--- config.mk ---
export PLATFORM = sky130hd
export DESIGN_NAME = mem_port_arbiter
export DESIGN_NICKNAME = d
export VERILOG_FILES = /design/src/rtl/mem_port_arbiter_pkg.sv /design/src/rtl/arb_grant_sel.sv /design/src/rtl/mem_port_arbiter.sv
export SDC_FILE = /design/constraint.sdc
export NUM_CORES = 1
export LEC_CHECK = 0
export ABC_AREA = 1
export BUFFER_PORTS_ARGS = -buffer_cell sky130_fd_sc_hd__buf_4
export CAP_MARGIN = 30
export CORE_MARGIN = 2
export CORE_UTILIZATION = 41
export DETAILED_ROUTE_END_ITERATION = 12
export PLACE_DENSITY = 0.77
export RECOVER_POWER = 25
export SLEW_MARGIN = 20
export SYNTH_ARGS = -nofsm -noshare
export SYNTH_HDL_FRONTEND = slang
export SYNTH_HIERARCHICAL = 1
export SYNTH_SLANG_ARGS = --single-unit
--- constraint.sdc ---
create_clock -name clk -period 1.2 [get_ports clk]
set_clock_uncertainty 0.05 [all_clocks]
set_input_delay 0.06 -clock clk [delete_from_list [all_inputs] [get_ports clk]]
set_output_delay 0.06 -clock clk [all_outputs]
set_load 0.02 [all_outputs]
--- src/rtl/mem_port_arbiter_pkg.sv ---
// Shared types for the memory port arbiter.
//   arb_state_t : arbiter FSM states
//   arb_owner_t : which core port owns the transaction in flight
//   mem_req_t   : request fields latched at grant time
//   cnt_width() : width of the starvation counter for a given limit
package mem_port_arbiter_pkg;

    typedef enum logic [1:0] {
        IDLE   = 2'd0,
        I_BUSY = 2'd1,
        D_BUSY = 2'd2,
        DONE   = 2'd3
    } arb_state_t;

    typedef enum logic {
        OWN_I = 1'b0,
        OWN_D = 1'b1
    } arb_owner_t;

    typedef struct packed {
        logic [31:0] addr;
        logic [31:0] wdata;
        logic [3:0]  mbe;
        logic        read;
        logic        write;
    } mem_req_t;

    function automatic int cnt_width(input int limit);
        return (limit < 1) ? 1 : $clog2(limit + 1);
    endfunction

endpackage

--- src/rtl/arb_grant_sel.sv ---
// Combinational grant decision for the memory port arbiter.
//   i_instr_req  : instruction fetch pending
//   i_data_req   : load or store pending
//   i_starve_cnt : consecutive data grants made while a fetch waited
//   o_grant      : some request is pending
//   o_grant_d    : 1 = grant data side, 0 = grant instruction side
module arb_grant_sel
    import mem_port_arbiter_pkg::*;
#(
    parameter int STARVE_LIMIT = 2,
    parameter int CNT_W        = 2
) (
    input  logic             i_instr_req,
    input  logic             i_data_req,
    input  logic [CNT_W-1:0] i_starve_cnt,
    output logic             o_grant,
    output logic             o_grant_d
);

    logic w_starved;

    // Fetch has watched the limit of data grants go by: it wins this round.
    assign w_starved = i_instr_req && (i_starve_cnt == CNT_W'(STARVE_LIMIT));
    assign o_grant   = i_instr_req | i_data_req;
    assign o_grant_d = i_data_req & ~w_starved;

endmodule

--- src/rtl/mem_port_arbiter.sv ---
// Arbitrates the core's instruction-fetch and load/store ports onto one
// shared word-wide memory port, one transaction at a time. Data requests
// win unless a fetch has waited through STARVE_LIMIT data grants.
//   clk, rst               : clock, asynchronous active-low reset
//   instr_*                : fetch request/address in, resp/rdata out
//   data_*                 : load/store request, mbe, address, wdata in,
//                            resp/rdata out
//   mem_*  (outputs)       : shared-port read/write strobes, mbe, address,
//                            wdata, all driven straight from registers
//   mem_resp, mem_rdata    : shared-port completion and read data
module mem_port_arbiter
    import mem_port_arbiter_pkg::*;
#(
    parameter int STARVE_LIMIT = 2
) (
    input  logic        clk,
    input  logic        rst,
    input  logic        instr_read,
    input  logic [31:0] instr_mem_address,
    output logic        instr_mem_resp,
    output logic [31:0] instr_mem_rdata,
    input  logic        data_read,
    input  logic        data_write,
    input  logic [3:0]  data_mbe,
    input  logic [31:0] data_mem_address,
    input  logic [31:0] data_mem_wdata,
    output logic        data_mem_resp,
    output logic [31:0] data_mem_rdata,
    output logic        mem_read,
    output logic        mem_write,
    output logic [3:0]  mem_mbe,
    output logic [31:0] mem_address,
    output logic [31:0] mem_wdata,
    input  logic        mem_resp,
    input  logic [31:0] mem_rdata
);

    localparam int CNT_W = cnt_width(STARVE_LIMIT);

    arb_state_t       r_state;
    arb_owner_t       r_owner;
    mem_req_t         r_req;
    logic [CNT_W-1:0] r_starve_cnt;
    logic [31:0]      r_rdata_q;
    logic             r_instr_resp;
    logic             r_data_resp;

    logic w_data_req;
    logic w_grant;
    logic w_grant_d;

    assign w_data_req = data_read | data_write;

    arb_grant_sel #(
        .STARVE_LIMIT (STARVE_LIMIT),
        .CNT_W        (CNT_W)
    ) u_grant_sel (
        .i_instr_req  (instr_read),
        .i_data_req   (w_data_req),
        .i_starve_cnt (r_starve_cnt),
        .o_grant      (w_grant),
        .o_grant_d    (w_grant_d)
    );

    always_ff @(posedge clk or negedge rst) begin
        if (!rst) begin
            r_state      <= IDLE;
            r_owner      <= OWN_I;
            r_req        <= '0;
            r_starve_cnt <= '0;
            r_rdata_q    <= '0;
            r_instr_resp <= 1'b0;
            r_data_resp  <= 1'b0;
        end else begin
            r_instr_resp <= 1'b0;
            r_data_resp  <= 1'b0;
            case (r_state)
                IDLE: begin
                    if (w_grant && w_grant_d) begin
                        r_state     <= D_BUSY;
                        r_owner     <= OWN_D;
                        // Read and write together is taken as a write.
                        r_req.addr  <= data_mem_address;
                        r_req.wdata <= data_mem_wdata;
                        r_req.mbe   <= data_mbe;
                        r_req.read  <= ~data_write;
                        r_req.write <= data_write;
                        if (!instr_read) begin
                            r_starve_cnt <= '0;
                        end else if (r_starve_cnt != CNT_W'(STARVE_LIMIT)) begin
                            r_starve_cnt <= r_starve_cnt + 1'b1;
                        end
                    end else if (w_grant) begin
                        r_state      <= I_BUSY;
                        r_owner      <= OWN_I;
                        // Fetches are full-word reads.
                        r_req.addr   <= instr_mem_address;
                        r_req.wdata  <= '0;
                        r_req.mbe    <= 4'hF;
                        r_req.read   <= 1'b1;
                        r_req.write  <= 1'b0;
                        r_starve_cnt <= '0;
                    end
                end
                I_BUSY, D_BUSY: begin
                    if (mem_resp) begin
                        r_state     <= DONE;
                        r_rdata_q   <= mem_rdata;
                        r_req.read  <= 1'b0;
                        r_req.write <= 1'b0;
                        if (r_owner == OWN_D) r_data_resp  <= 1'b1;
                        else                  r_instr_resp <= 1'b1;
                    end
                end
                // Core requests are not sampled here, giving the core a
                // cycle to drop or replace its request.
                DONE:    r_state <= IDLE;
                default: r_state <= IDLE;
            endcase
        end
    end

    assign mem_read        = r_req.read;
    assign mem_write       = r_req.write;
    assign mem_mbe         = r_req.mbe;
    assign mem_address     = r_req.addr;
    assign mem_wdata       = r_req.wdata;
    assign instr_mem_resp  = r_instr_resp;
    assign data_mem_resp   = r_data_resp;
    assign instr_mem_rdata = r_rdata_q;
    assign data_mem_rdata  = r_rdata_q;

endmodule

# Yosys cells after proc, flatten, opt, wreduce, memory -nomap -nowiden

Index checks and enable logic that the tools add are counted.

Word-level logic and storage cells: 56
Bits of input ports: 138
Register bits after elaboration: 109

Equal/unequal tests: 8
Reduce and logical (&&, ||, !) cells: 11
Muxes and demuxes: 20
Bitwise gates (word level): 5
Add/subtract/negate cells: 1

Operators by type and width:

| kind                                                                  | number |
|---|---|
| 70-bit 2-to-1 mux                                                     | 2 |
| 2-bit 2-to-1 mux                                                      | 8 |
| 1-bit 2-to-1 mux                                                      | 8 |
| 2-bit equality test, second input constant                            | 3 |
| 2-bit case mux with 3 select lines                                    | 1 |
| 2-bit AND reduction                                                   | 3 |
| 3-bit AND reduction                                                   | 2 |
| 2-bit != test, second input constant                                  | 2 |
| 2-bit case mux with 2 select lines                                    | 1 |
| 2-bit nonzero test                                                    | 2 |
| 3-bit by 2-bit != test with 1-bit output, second input constant       | 1 |
| 3-bit != test, second input constant                                  | 1 |
| 2-bit by 1-bit adder with 2-bit output, second input constant         | 1 |
| 2-bit by 1-bit equality test with 1-bit output, second input constant | 1 |
| 1-bit logical AND                                                     | 2 |
| 2-bit logical NOT                                                     | 1 |
| 1-bit inverter                                                        | 2 |
| 1-bit bitwise OR                                                      | 2 |
| 2-bit OR reduction                                                    | 1 |
| 1-bit AND                                                             | 1 |

# Depth between registers and ports, before layout

Depth after elaboration: 7
Gate-level depth with buffers: 10

# Cells and area by module

Netlist, hierarchy kept.

Modules (own cells, without submodules):

| module           | times used | cells an instance | area each (um2) | sequential area each (um2) |
|---|---|---|---|---|
| mem_port_arbiter | 1          | 591               | 5086.1          | 2727.6 |
| arb_grant_sel    | 1          | 5                 | 22.5            | 0.0 |

# Least setup slack after synthesis

Ideal clock, no wire load.

Path kind: in2reg
Start point: input data_write
End point: register r_req (netlist bit mem_address[23])
Arrival: 1.236 ns
Buffers on the path: 1
Slack: -0.208 ns
Library setup time: 0.122 ns
Cell stages on the path: 7
Path through: or2_2 or2_1 nand2_2 clkbuf_1 nand2_1 o211ai_2 nand2_1

Longest elaborated chain between the ends: 5
Elaborated cells between the ends (all ways): 7
Classes of those cells: mux: 1; bitwise: 3; reduce/logical: 3

Ends and longest elaborated chain:

| item                          | RTL line               | text |
|---|---|---|
| start, declared               | mem_port_arbiter.sv:23 | `input logic data_write,` |
| 1-bit bitwise OR (*)          | mem_port_arbiter.sv:52 | `assign w_data_req = data_read \| data_write;` |
| 1-bit bitwise OR (*)          | arb_grant_sel.sv:24    | `assign o_grant = i_instr_req \| i_data_req;` |
| named net w_grant             | mem_port_arbiter.sv:49 | `logic w_grant;` |
| 1-bit logical AND             | mem_port_arbiter.sv:79 | `if (w_grant && w_grant_d) begin` |
| 2-bit nonzero test (no line)  | -                      |  |
| 2-bit AND reduction (no line) | -                      |  |
| end, declared                 | mem_port_arbiter.sv:42 | `mem_req_t r_req;` |

Mark *: on every way through the listed nets, which the timed path passes. The rest lies on a longest branch.
A chain may end at the register's enable or synchronous reset.

# Worst setup path after layout

Start point: register r_starve_cnt[0]
End point: register r_req (netlist bit mem_wdata[5])

Longest elaborated chain between the ends: 7
Elaborated cells between the ends (all ways): 8
Classes of those cells: eq/ne: 1; mux: 1; bitwise: 2; reduce/logical: 4

Ends and longest elaborated chain:

| item                          | RTL line               | text |
|---|---|---|
| start, declared               | mem_port_arbiter.sv:43 | `logic [CNT_W-1:0] r_starve_cnt;` |
| start signal, assigned        | mem_port_arbiter.sv:91 | `r_starve_cnt <= r_starve_cnt + 1'b1;` |
| 2-bit equality test (*)       | arb_grant_sel.sv:23    | `assign w_starved = i_instr_req && (i_starve_cnt == CNT_W'(STARVE_LIMIT));` |
| 1-bit logical AND (*)         | arb_grant_sel.sv:23    |  |
| 1-bit inverter (*)            | arb_grant_sel.sv:25    | `assign o_grant_d = i_data_req & ~w_starved;` |
| 1-bit AND (*)                 | arb_grant_sel.sv:25    |  |
| named net w_grant_d           | mem_port_arbiter.sv:50 | `logic w_grant_d;` |
| 1-bit logical AND (*)         | mem_port_arbiter.sv:79 |  |
| 2-bit nonzero test (no line)  | -                      |  |
| 2-bit AND reduction (no line) | -                      |  |

Marks and branches as above.

==> metrics.txt <==
Final Util=about four fifths; Buffers on Ports=273; Post-Syn Instances=596; reg2reg setup slack=-210 ps; crit path launch type=register; Final WS setup=-208 ps; most common cell after layout, fill and taps aside=buf_4; Vias=about 5800; Slowest cell on crit path=dfrtp_1; Multi-input gate area=2220 um^2; Peak VDD IR=0.00127 V; Root Driver=clkbuf_16; worst setup path end=mem_wdata[5]$_DFFE_PN0P_; Fill cells=694; Die Height=roughly 120 um; arrival time worst endpoint=1600 ps; Distinct cells, synth=21; Final #Nets=1138; CTS tree=yes; vias in the first global route=5909; Clock H-tree levels=3; post-route ant nets=0; TritonCTS Sinks=109; Die X=116 um; Static Leak=just over 0.005 uW; Max Clock Freq=0.710 GHz; gr usage total=28.7%; DR pass1 iterations=5; Final setup violation count=109; crit-path max cell delay=380 ps; RSZ-0062 raised after global routing=yes; first-pass GRT wire length=29600 um; initial antenna violation count=0; Least-Margin Pin Slew=744 ps; number of diodes=0; commonest non-fill, non-tap cells in the layout=buf_4, nand2_1, dlygate4sd3_1, dfrtp_1, nand2_2; grt total ovfl=0; CP Cell Sequence=inv_1, nand3_2, nand2_2, clkinv_4, nand2_8, nor2_4, buf_12, buf_16, nand2_1, nand2_1; Slew Viols, Final=0; pin count of the biggest net entering global routing=42; Setup TNS=-12480 ps; Via-to-Cell Ratio=4.96; Crit. End Element=register; sequential area share after synthesis=53.4%; crit-path max FO=16; Rows=40; 1st-iter DRT viols=355; worst-skew pair later-pin latency=340 ps; final hold vios=1; PwrDens=2600 nW/um^2; die area=13400 um^2; worst r2r dst=mem_wdata[5]$_DFFE_PN0P_; CP startpoint=r_starve_cnt[0]$_DFFE_PN0P_; synthesized net count=~740; DR DRC count=0; mapped cell area=5110 um^2; most used cell, CP=nand2_1; crit share post-route=117%; syn_area_per_cell=approximately 8.6 um^2; WL/cell=17.6 um; Max transition margin=about half; Non-Filler Instances=~1200; clk slew on worst S/H paths=80 ps; IO Pins=about 270; Yosys Warn Count=6; Inserted Clock Buffers=9; final wirelength=20600 um; area delta synth->final=90.5%; Final GP Congestion=0.784; Reg2Reg Launch Point=r_starve_cnt[0]$_DFFE_PN0P_; worst r2r path cells=10; layout cells sized above 1=47.5%; initial core utilization=42.2%; failing checks=negative hold slack, negative setup slack; Hold Worst Slack=-8.02 ps; outcome=finished with violations; dpl hpwl=10500 um; worst min path class=in -> reg; Reg area=2730 um^2; Core Box Area=around 12000 um^2; placed insts=1001; Crit path required time=1390 ps; synthesized flop and latch total=109; min cycle time layout=1410 ps; critical path type=reg -> reg; number of max-cap violations=0; Clock Tree Buf Depth=2
==> flip-flops by register name, summed over array words and instances, names as in the netlist, 2 cells and up <==
signal	flops
data_mem_rdata	32
mem_address	32
mem_mbe	4
mem_wdata	32
r_starve_cnt	2
r_state	2
==> report_power, final <==
group	total, uW	leakage [uW]	internal (uW)	switching, uW
logic	15400	0.00366	6840	8590
clock network	2910	0.000133	1450	1450
registers	6950	0.00135	5450	1500
==> routing by layer <==
metal / part of all wire, % / vias to the layer above / track usage [%]
met5: 0 / - / 0
met4: 5.3 / 0 / 16.8
met3: 6.1 / 92 / 5.18
met2: 53 / 327 / 51.7
met1: 35 / 2760 / 31.7
li1: - / 2625 / -
==> worst min-delay path by stage <==
stage	end	startpoint	depth (start not counted)
final	mem_address[24]$_DFFE_PN0P_	instr_mem_address[24]	5
after global routing	mem_address[24]$_DFFE_PN0P_	instr_mem_address[24]	5
after CTS	mem_address[14]$_DFFE_PN0P_	instr_mem_address[14]	5
after detailed placement	data_mem_rdata[23]$_DFFE_PN0P_	rst	1
after global placement	data_mem_rdata[23]$_DFFE_PN0P_	rst	1
after floorplan	data_mem_rdata[0]$_DFFE_PN0P_	rst	0
==> cell families (layout without fill, tap and decap cells) <==
family	count (synthesis)	count (layout)	synth area share [%]
AND/OR/NAND/NOR	336	337	26.0
buffers and inverters	113	519	12.1
flip-flops	109	109	53.4
AO/OA/AOI/OAI	36	36	8.03
adder cells (fa/ha/maj)	2	2	0.490
==> synth_stat cells <==
| cell | n | area share, % |
|---|---|---|
| inv_2 | 1 | 0.073 |
| inv_1 | 48 | 3.5 |
| clkbuf_1 | 6 | 0.44 |
| or2_1 | 1 | 0.12 |
| o21ai_0 | 3 | 0.29 |
| or2_2 | 1 | 0.12 |
| nand4_1 | 3 | 0.37 |
| buf_1 | 1 | 0.073 |
| nand3_1 | 35 | 3.4 |
| dfrtp_1 | 109 | 53 |
| ha_1 | 2 | 0.49 |
| nor2_1 | 17 | 1.2 |
| nand2_2 | 1 | 0.12 |
| a21oi_1 | 1 | 0.098 |
| nand2_1 | 277 | 20 |
| o211ai_2 | 30 | 7.3 |
| buf_4 | 34 | 5.0 |
| o211ai_1 | 2 | 0.29 |
| nor2_4 | 1 | 0.22 |
| buf_2 | 17 | 1.7 |
| buf_6 | 6 | 1.3 |
==> repair_timing <==
action,4_1_cts,5_1_grt
pin swaps,11,23
cloned,9,3
gates resized for setup,68,71
hold buffers,131,0
hold endpoints to repair,209,0
setup endpoints to repair,109,109
buffers inserted,8,6
==> cell type report <==
class,instances,area share (%)
Clock buffer,10,2.35
Clock inverter,6,0.566
Inverter,49,2.02
Multi-Input combinational cell,375,22.8
Sequential cell,109,28.0
Tap cell,168,2.16
Timing Repair Buffer,454,42.1
==> through the flow <==
step / setup WS (ps) / area [um^2] / power [uW]
CTS: -191 / 9440 / 23900
floorplan: -71.4 / 5260 / 14500
global route: -276 / 9730 / 26600
detailed placement: -286 / 7340 / 18800
global placement: -242 / 7340 / 18500
finish: -208 / 9730 / 25300
==> critical path: cells and delay by family, from the launching register on <==
kind | cells | cell delay, ps
buf+inv | 4 | 440
flops | 1 | 380
simple gates | 6 | 430
(Power assumes the default switching activity.)
